`src/rtl/filter_ctrl_pkg.sv`:
```
// Shared types and constants for the filter mode controller: mode/FSM enums,
// control-word encodings and command byte values.
package filter_ctrl_pkg;

    // Enum order matches the low two bits of the command bytes 0x30..0x33.
    typedef enum logic [1:0] {
        MODE_OFF  = 2'd0,
        MODE_IDLE = 2'd1,
        MODE_IIR  = 2'd2,
        MODE_FIR  = 2'd3
    } mode_e;

    typedef enum logic [2:0] {
        S_OFF,
        S_IDLE,
        S_IIR,
        S_FIR,
        S_FLUSH,
        S_SETTLE
    } fsm_e;

    localparam logic [2:0] CW_OFF  = 3'b000;
    localparam logic [2:0] CW_IDLE = 3'b001;
    localparam logic [2:0] CW_FIR  = 3'b011;
    localparam logic [2:0] CW_IIR  = 3'b111;

    localparam logic [7:0] CMD_OFF  = 8'h30;
    localparam logic [7:0] CMD_IDLE = 8'h31;
    localparam logic [7:0] CMD_IIR  = 8'h32;
    localparam logic [7:0] CMD_FIR  = 8'h33;

    function automatic logic [2:0] mode_word(input mode_e m);
        case (m)
            MODE_IDLE: return CW_IDLE;
            MODE_IIR:  return CW_IIR;
            MODE_FIR:  return CW_FIR;
            default:   return CW_OFF;
        endcase
    endfunction

    function automatic fsm_e stable_state(input mode_e m);
        case (m)
            MODE_IDLE: return S_IDLE;
            MODE_IIR:  return S_IIR;
            MODE_FIR:  return S_FIR;
            default:   return S_OFF;
        endcase
    endfunction

endpackage

```
`src/rtl/filter_settle_timer.sv`:
```
// Flush/settle down-counter: load wins over decrement, clear wins over load.
// Latency: expire_o is high for the last counted cycle. No backpressure.
module filter_settle_timer (
    input  logic       clk_i,
    input  logic       rst_ni,
    input  logic       clear_i,
    input  logic       load_i,
    input  logic [7:0] load_val_i,
    output logic       expire_o
);

    logic [7:0] cnt_q;
    logic [7:0] cnt_d;

    always_comb begin
        cnt_d = cnt_q;
        if (clear_i) begin
            cnt_d = 8'd0;
        end else if (load_i) begin
            cnt_d = load_val_i;
        end else if (cnt_q != 8'd0) begin
            cnt_d = cnt_q - 8'd1;
        end
    end

    always_ff @(posedge clk_i or negedge rst_ni) begin
        if (!rst_ni) begin
            cnt_q <= 8'd0;
        end else begin
            cnt_q <= cnt_d;
        end
    end

    assign expire_o = (cnt_q == 8'd1);

endmodule

```
`src/rtl/filter_mode_ctrl.sv`:
```
// Filter mode controller; state_o changes on the accepting edge, busy for SETTLE_CYCLES (2x for IIR<->FIR).
// cmd_ready_o drops while flushing/settling or while off_i is high; FILTER_MODE_CTRL_ERR_CNT_EN adds err_cnt_o.
module filter_mode_ctrl
    import filter_ctrl_pkg::*;
#(
    parameter int SETTLE_CYCLES = 16
) (
    input  logic       clk_i,
    input  logic       rst_ni,
    input  logic       cmd_valid_i,
    input  logic [7:0] cmd_data_i,
    output logic       cmd_ready_o,
    input  logic       off_i,
    output logic [2:0] state_o,
    output logic       busy_o,
    output logic       err_o,
    output logic [7:0] err_cnt_o
);

    fsm_e       fsm_q, fsm_d;
    mode_e      mode_q, mode_d;
    mode_e      target_q, target_d;
    logic [2:0] ctrl_q, ctrl_d;
    logic       err_q, err_d;
    logic       tmr_load, tmr_clear, tmr_expire;
    logic       stable, accept, cmd_known, iir_fir_swap;
    mode_e      cmd_mode;

    assign stable       = (fsm_q != S_FLUSH) && (fsm_q != S_SETTLE);
    assign cmd_ready_o  = stable && !off_i;
    assign accept       = cmd_valid_i && cmd_ready_o;
    assign cmd_known    = (cmd_data_i >= CMD_OFF) && (cmd_data_i <= CMD_FIR);
    assign cmd_mode     = mode_e'(cmd_data_i[1:0]);
    assign iir_fir_swap = ((mode_q == MODE_IIR) && (cmd_mode == MODE_FIR)) ||
                          ((mode_q == MODE_FIR) && (cmd_mode == MODE_IIR));

    always_comb begin
        fsm_d     = fsm_q;
        mode_d    = mode_q;
        target_d  = target_q;
        ctrl_d    = ctrl_q;
        err_d     = 1'b0;
        tmr_load  = 1'b0;
        tmr_clear = 1'b0;
        if (off_i) begin
            fsm_d     = S_OFF;
            mode_d    = MODE_OFF;
            ctrl_d    = CW_OFF;
            tmr_clear = 1'b1;
        end else begin
            case (fsm_q)
                S_FLUSH: begin
                    if (tmr_expire) begin
                        mode_d   = target_q;
                        ctrl_d   = mode_word(target_q);
                        fsm_d    = S_SETTLE;
                        tmr_load = 1'b1;
                    end
                end
                S_SETTLE: begin
                    if (tmr_expire) begin
                        fsm_d = stable_state(mode_q);
                    end
                end
                default: begin
                    if (accept) begin
                        if (!cmd_known) begin
                            err_d = 1'b1;
                        end else if (cmd_mode != mode_q) begin
                            tmr_load = 1'b1;
                            // Swapping filter types passes through IDLE so no mixed coefficients are seen.
                            if (iir_fir_swap) begin
                                fsm_d    = S_FLUSH;
                                ctrl_d   = CW_IDLE;
                                target_d = cmd_mode;
                            end else begin
                                fsm_d  = S_SETTLE;
                                mode_d = cmd_mode;
                                ctrl_d = mode_word(cmd_mode);
                            end
                        end
                    end
                end
            endcase
        end
    end

    always_ff @(posedge clk_i or negedge rst_ni) begin
        if (!rst_ni) begin
            fsm_q    <= S_OFF;
            mode_q   <= MODE_OFF;
            target_q <= MODE_OFF;
            ctrl_q   <= CW_OFF;
            err_q    <= 1'b0;
        end else begin
            fsm_q    <= fsm_d;
            mode_q   <= mode_d;
            target_q <= target_d;
            ctrl_q   <= ctrl_d;
            err_q    <= err_d;
        end
    end

    filter_settle_timer u_timer (
        .clk_i      (clk_i),
        .rst_ni     (rst_ni),
        .clear_i    (tmr_clear),
        .load_i     (tmr_load),
        .load_val_i (8'(SETTLE_CYCLES)),
        .expire_o   (tmr_expire)
    );

`ifdef FILTER_MODE_CTRL_ERR_CNT_EN
    logic [7:0] err_cnt_q, err_cnt_d;

    always_comb begin
        err_cnt_d = err_cnt_q;
        if (err_d && (err_cnt_q != 8'hFF)) begin
            err_cnt_d = err_cnt_q + 8'd1;
        end
    end

    always_ff @(posedge clk_i or negedge rst_ni) begin
        if (!rst_ni) begin
            err_cnt_q <= 8'd0;
        end else begin
            err_cnt_q <= err_cnt_d;
        end
    end

    assign err_cnt_o = err_cnt_q;
`else
    assign err_cnt_o = 8'd0;
`endif

    assign state_o = ctrl_q;
    assign busy_o  = !stable;
    assign err_o   = err_q;

endmodule

```
`config.mk`:
```
export PLATFORM = sky130hd
export DESIGN_NAME = filter_mode_ctrl
export DESIGN_NICKNAME = d
export VERILOG_FILES = /design/src/rtl/filter_ctrl_pkg.sv /design/src/rtl/filter_settle_timer.sv /design/src/rtl/filter_mode_ctrl.sv
export SDC_FILE = /design/constraint.sdc
export NUM_CORES = 1
export LEC_CHECK = 0
export ABC_AREA = 1
export BUFFER_PORTS_ARGS = -buffer_cell sky130_fd_sc_hd__buf_2
export CORE_ASPECT_RATIO = 1.25
export CORE_MARGIN = 2
export CORE_UTILIZATION = 55
export DETAILED_ROUTE_END_ITERATION = 7
export GPL_TIMING_DRIVEN = 0
export PLACE_DENSITY_LB_ADDON = 0.25
export SETUP_SLACK_MARGIN = 0.02
export SLEW_MARGIN = 15
export SYNTH_ARGS = -nofsm -noshare
export SYNTH_HDL_FRONTEND = slang
export SYNTH_HIERARCHICAL = 1
export SYNTH_SLANG_ARGS = --single-unit
```
`constraint.sdc`:
```
create_clock -name clk_i -period 2.5 [get_ports clk_i]
set_clock_uncertainty 0.05 [all_clocks]
set_input_delay 0.5 -clock clk_i [delete_from_list [all_inputs] [get_ports clk_i]]
set_output_delay 0.5 -clock clk_i [all_outputs]
set_load 0.02 [all_outputs]
```
==> results.yml <==
run_status:
  outcome: "complete, no violations"
grt:
  antenna_found_initial: 0
  grt_first_pass_wirelength_mm: 4.90
  grt_start_max_net_pins: 20
  grt_usage_pct: 22.1
  first_global_vias: 1250
  global_route.overflow_total: 0
die:
  die-width_um: 48.5
  initial_core_util_pct: 56.8
  core_area_mm2: 0.00240
  design.die.area_mm2: 0.00290
  die_h_um: 59.7
  io_pins: 26
  placement_row_count: 20
drt:
  antenna_violating_nets_post_route: 0
  detailedRoute.firstPassIterationCount: 5
  via_per_inst: 4.87
  wire_length_after_detailed_routing_mm: 2.74
  vias: 1267
  first_iter_violations: 29
  drc_errors: 0
  routedWlPerCell_um: 10.5
setup_path:
  worst-r2r-cell-count: 15
  critPathLaunchType: "register"
  cp_max_fo: 10
  cp.arrival_ns: 2.36
  cp_num_cells: 15
  worst-setup-path-type: "reg2reg"
  crit_chain: "inv_1 > nand2_1 > nor3_2 > nand2_1 > nor2_1 > inv_1 > o21ai_1 > nand2_1 > inv_1 > inv_2 > nand3_2 > nor2_2 > nand2_4 > nand3_1 > o21ai_1"
  crit_family: "simple AND/OR/NAND/NOR gates"
  worst_path_largest_cell_delay_ns: 0.42
  rr_startpoint: "u_timer/cnt_q[5]"
  worstPathBufferInverterCount: 4
  critPathLaunch: "u_timer/cnt_q[5]"
  regToRegSetupSlack_ns: 0.32
  worstReg2RegEnd: "u_timer/cnt_q[1]"
  critPathCaptureType: "register"
  worstPathRequired_ns: 2.68
  timing.critical_path.slowest_stage_cell: "sky130_fd_sc_hd__dfrtp_1"
  crit_end: "u_timer/cnt_q[1]"
min_path:
  worst_hold_path_type: "in2async"
cts:
  clock_latency_ns: 0.30
  cts.repair.resized: 0
  tritoncts: "yes"
  clockRootBuffer: "sky130_fd_sc_hd__clkbuf_4"
  path_clk_slew_ns: 0.11
  hold_buffers: 0
  numCtsBuffers: 3
  clock-sinks: 19
  worst_case_clock_buffer_depth: 2
  post-cts-setup-buffers: 0
  htree_levels: 1
cells_and_area:
  n_antenna_cell: 0
  drive_above_1_share_pct: 26.0
  area_growth_pct: 15.1
  instances_no_fill: 260
  fill_cells: 239
  post-route-util_pct: 65.4
  mostFrequentLayoutCell: "sky130_fd_sc_hd__nand2_1"
  final_design_area_no_fill_mm2: 0.00157
  final_cell_mix: "sky130_fd_sc_hd__nand2_1 (46), sky130_fd_sc_hd__nor2_1 (22), sky130_fd_sc_hd__dfrtp_1 (19)"
  final_nets: 243
synthesis:
  synth.yosys.seq_area_share_pct: 34.9
  post_synthesis_sequential_element_count: 19
  avgSynthCellArea_um2: 7.10
  post_synthesis_instance_area_mm2: 0.00136
  synth.lib_cells_used.distinct: 28
  postSynthCellCount: 192
  yosys_warnings: 6
power_and_ir_drop:
  power_per_cell_area_mw_per_mm2: 683
  worst_ir_drop_vdd_uv: 319
  total_leakage_power_nw: 0.879
sta:
  period_needed_ns: 2.18
  finalHoldViolations: 0
  report.final.setup_viol: 0
  rsz0062_at_grt: "no"
  slew_violations: 0
  period_share_pct: 87.2
  final.setup.tns_ns: 0
  fmaxAchievable_mhz: 459
placement:
  dp.final_hpwl_mm: 2.26
  numPortBuffers: 17
  placed_area_mm2: 0.00154
  place_inst: 256
  globalplace.congestion: 0.856
job:
  cap_violations: 0
cell type report:
cell class / count / area, µm² / share of cell area (%)
Sequential cell: 19 / 475 / 30.3
Tap cell: 33 / 41.3 / 2.63
Clock inverter: 1 / 5.00 / 0.319
Timing Repair Buffer: 17 / 85.1 / 5.42
Clock buffer: 3 / 22.5 / 1.43
Inverter: 24 / 92.6 / 5.90
Buffer: 8 / 60.1 / 3.82
Multi-Input combinational cell: 155 / 788 / 50.2
metrics by stage:
step	power, mW	worst slack (ns)	hold WS (ns)
final	1.07	0.319	0.0659
after global routing	1.20	0.0735	0.0869
after CTS	1.08	0.312	0.0747
after detailed placement	0.922	0.245	0.415
after global placement	0.904	0.349	0.410
after floorplan	0.816	0.666	0.154
power by group:
group          internal [mW]  switching, mW  leakage [nW]  total [mW]
clock                 0.0597         0.0981        0.0177       0.158
sequential             0.362         0.0447         0.246       0.407
combinational          0.187          0.322         0.615       0.509
total                  0.608          0.465         0.879        1.07
cell families (layout without fill, tap and decap cells):
logic type | Yosys count | after routing | share of synthesized area [%]
flip-flops | 19 | 19 | 34.9
XOR/XNOR | 2 | 2 | 1.28
AND/OR/NAND/NOR | 111 | 111 | 39.8
AO/OA/AOI/OAI | 23 | 23 | 9.54
other | 2 | 16 | 0.551
adder cells (fa/ha/maj) | 3 | 3 | 2.75
buffers and inverters | 32 | 53 | 11.2
state kept, by name, indices dropped and copies added (netlist names):
name / count
err_o: 1
fsm_q: 3
mode_q: 2
state_o: 3
target_q: 2
u_timer/cnt_q: 8
metal layers:
metal  wire [µm]  global-route usage [%]
met1        1130                    22.7
met3          59                    2.25
met5           0                       0
met2        1490                    44.6
met4          62                    11.4
cell usage after synthesis, drive strengths merged:
cell / number / area, µm²
nand4: 2 / 12.5
o211ai: 1 / 7.51
a21oi: 7 / 35.0
or2: 4 / 25.0
inv: 24 / 92.6
xnor2: 2 / 17.5
o21ai: 13 / 68.8
a21boi: 1 / 11.3
buf: 8 / 60.1
nand2: 54 / 228
o21bai: 1 / 7.51
nand3: 21 / 138
conb: 2 / 7.51
dfrtp: 19 / 475
ha: 3 / 37.5
nor2: 28 / 125
nor3: 2 / 15.0
worst min-delay path by stage:
stage | start | endpoint | slack [ns] | depth (start not counted)
3_3_place_gp | state_o[1] | state_o[1] | 0.41 | 2
3_5_place_dp | rst_ni | u_timer/cnt_q[0] | 0.41 | 1
2_1_floorplan | rst_ni | err_o | 0.15 | 0
6_report | rst_ni | u_timer/cnt_q[5] | 0.07 | 1
4_1_cts | rst_ni | u_timer/cnt_q[0] | 0.07 | 1
5_1_grt | rst_ni | u_timer/cnt_q[5] | 0.09 | 1
Power figures use the tool's default switching activity.
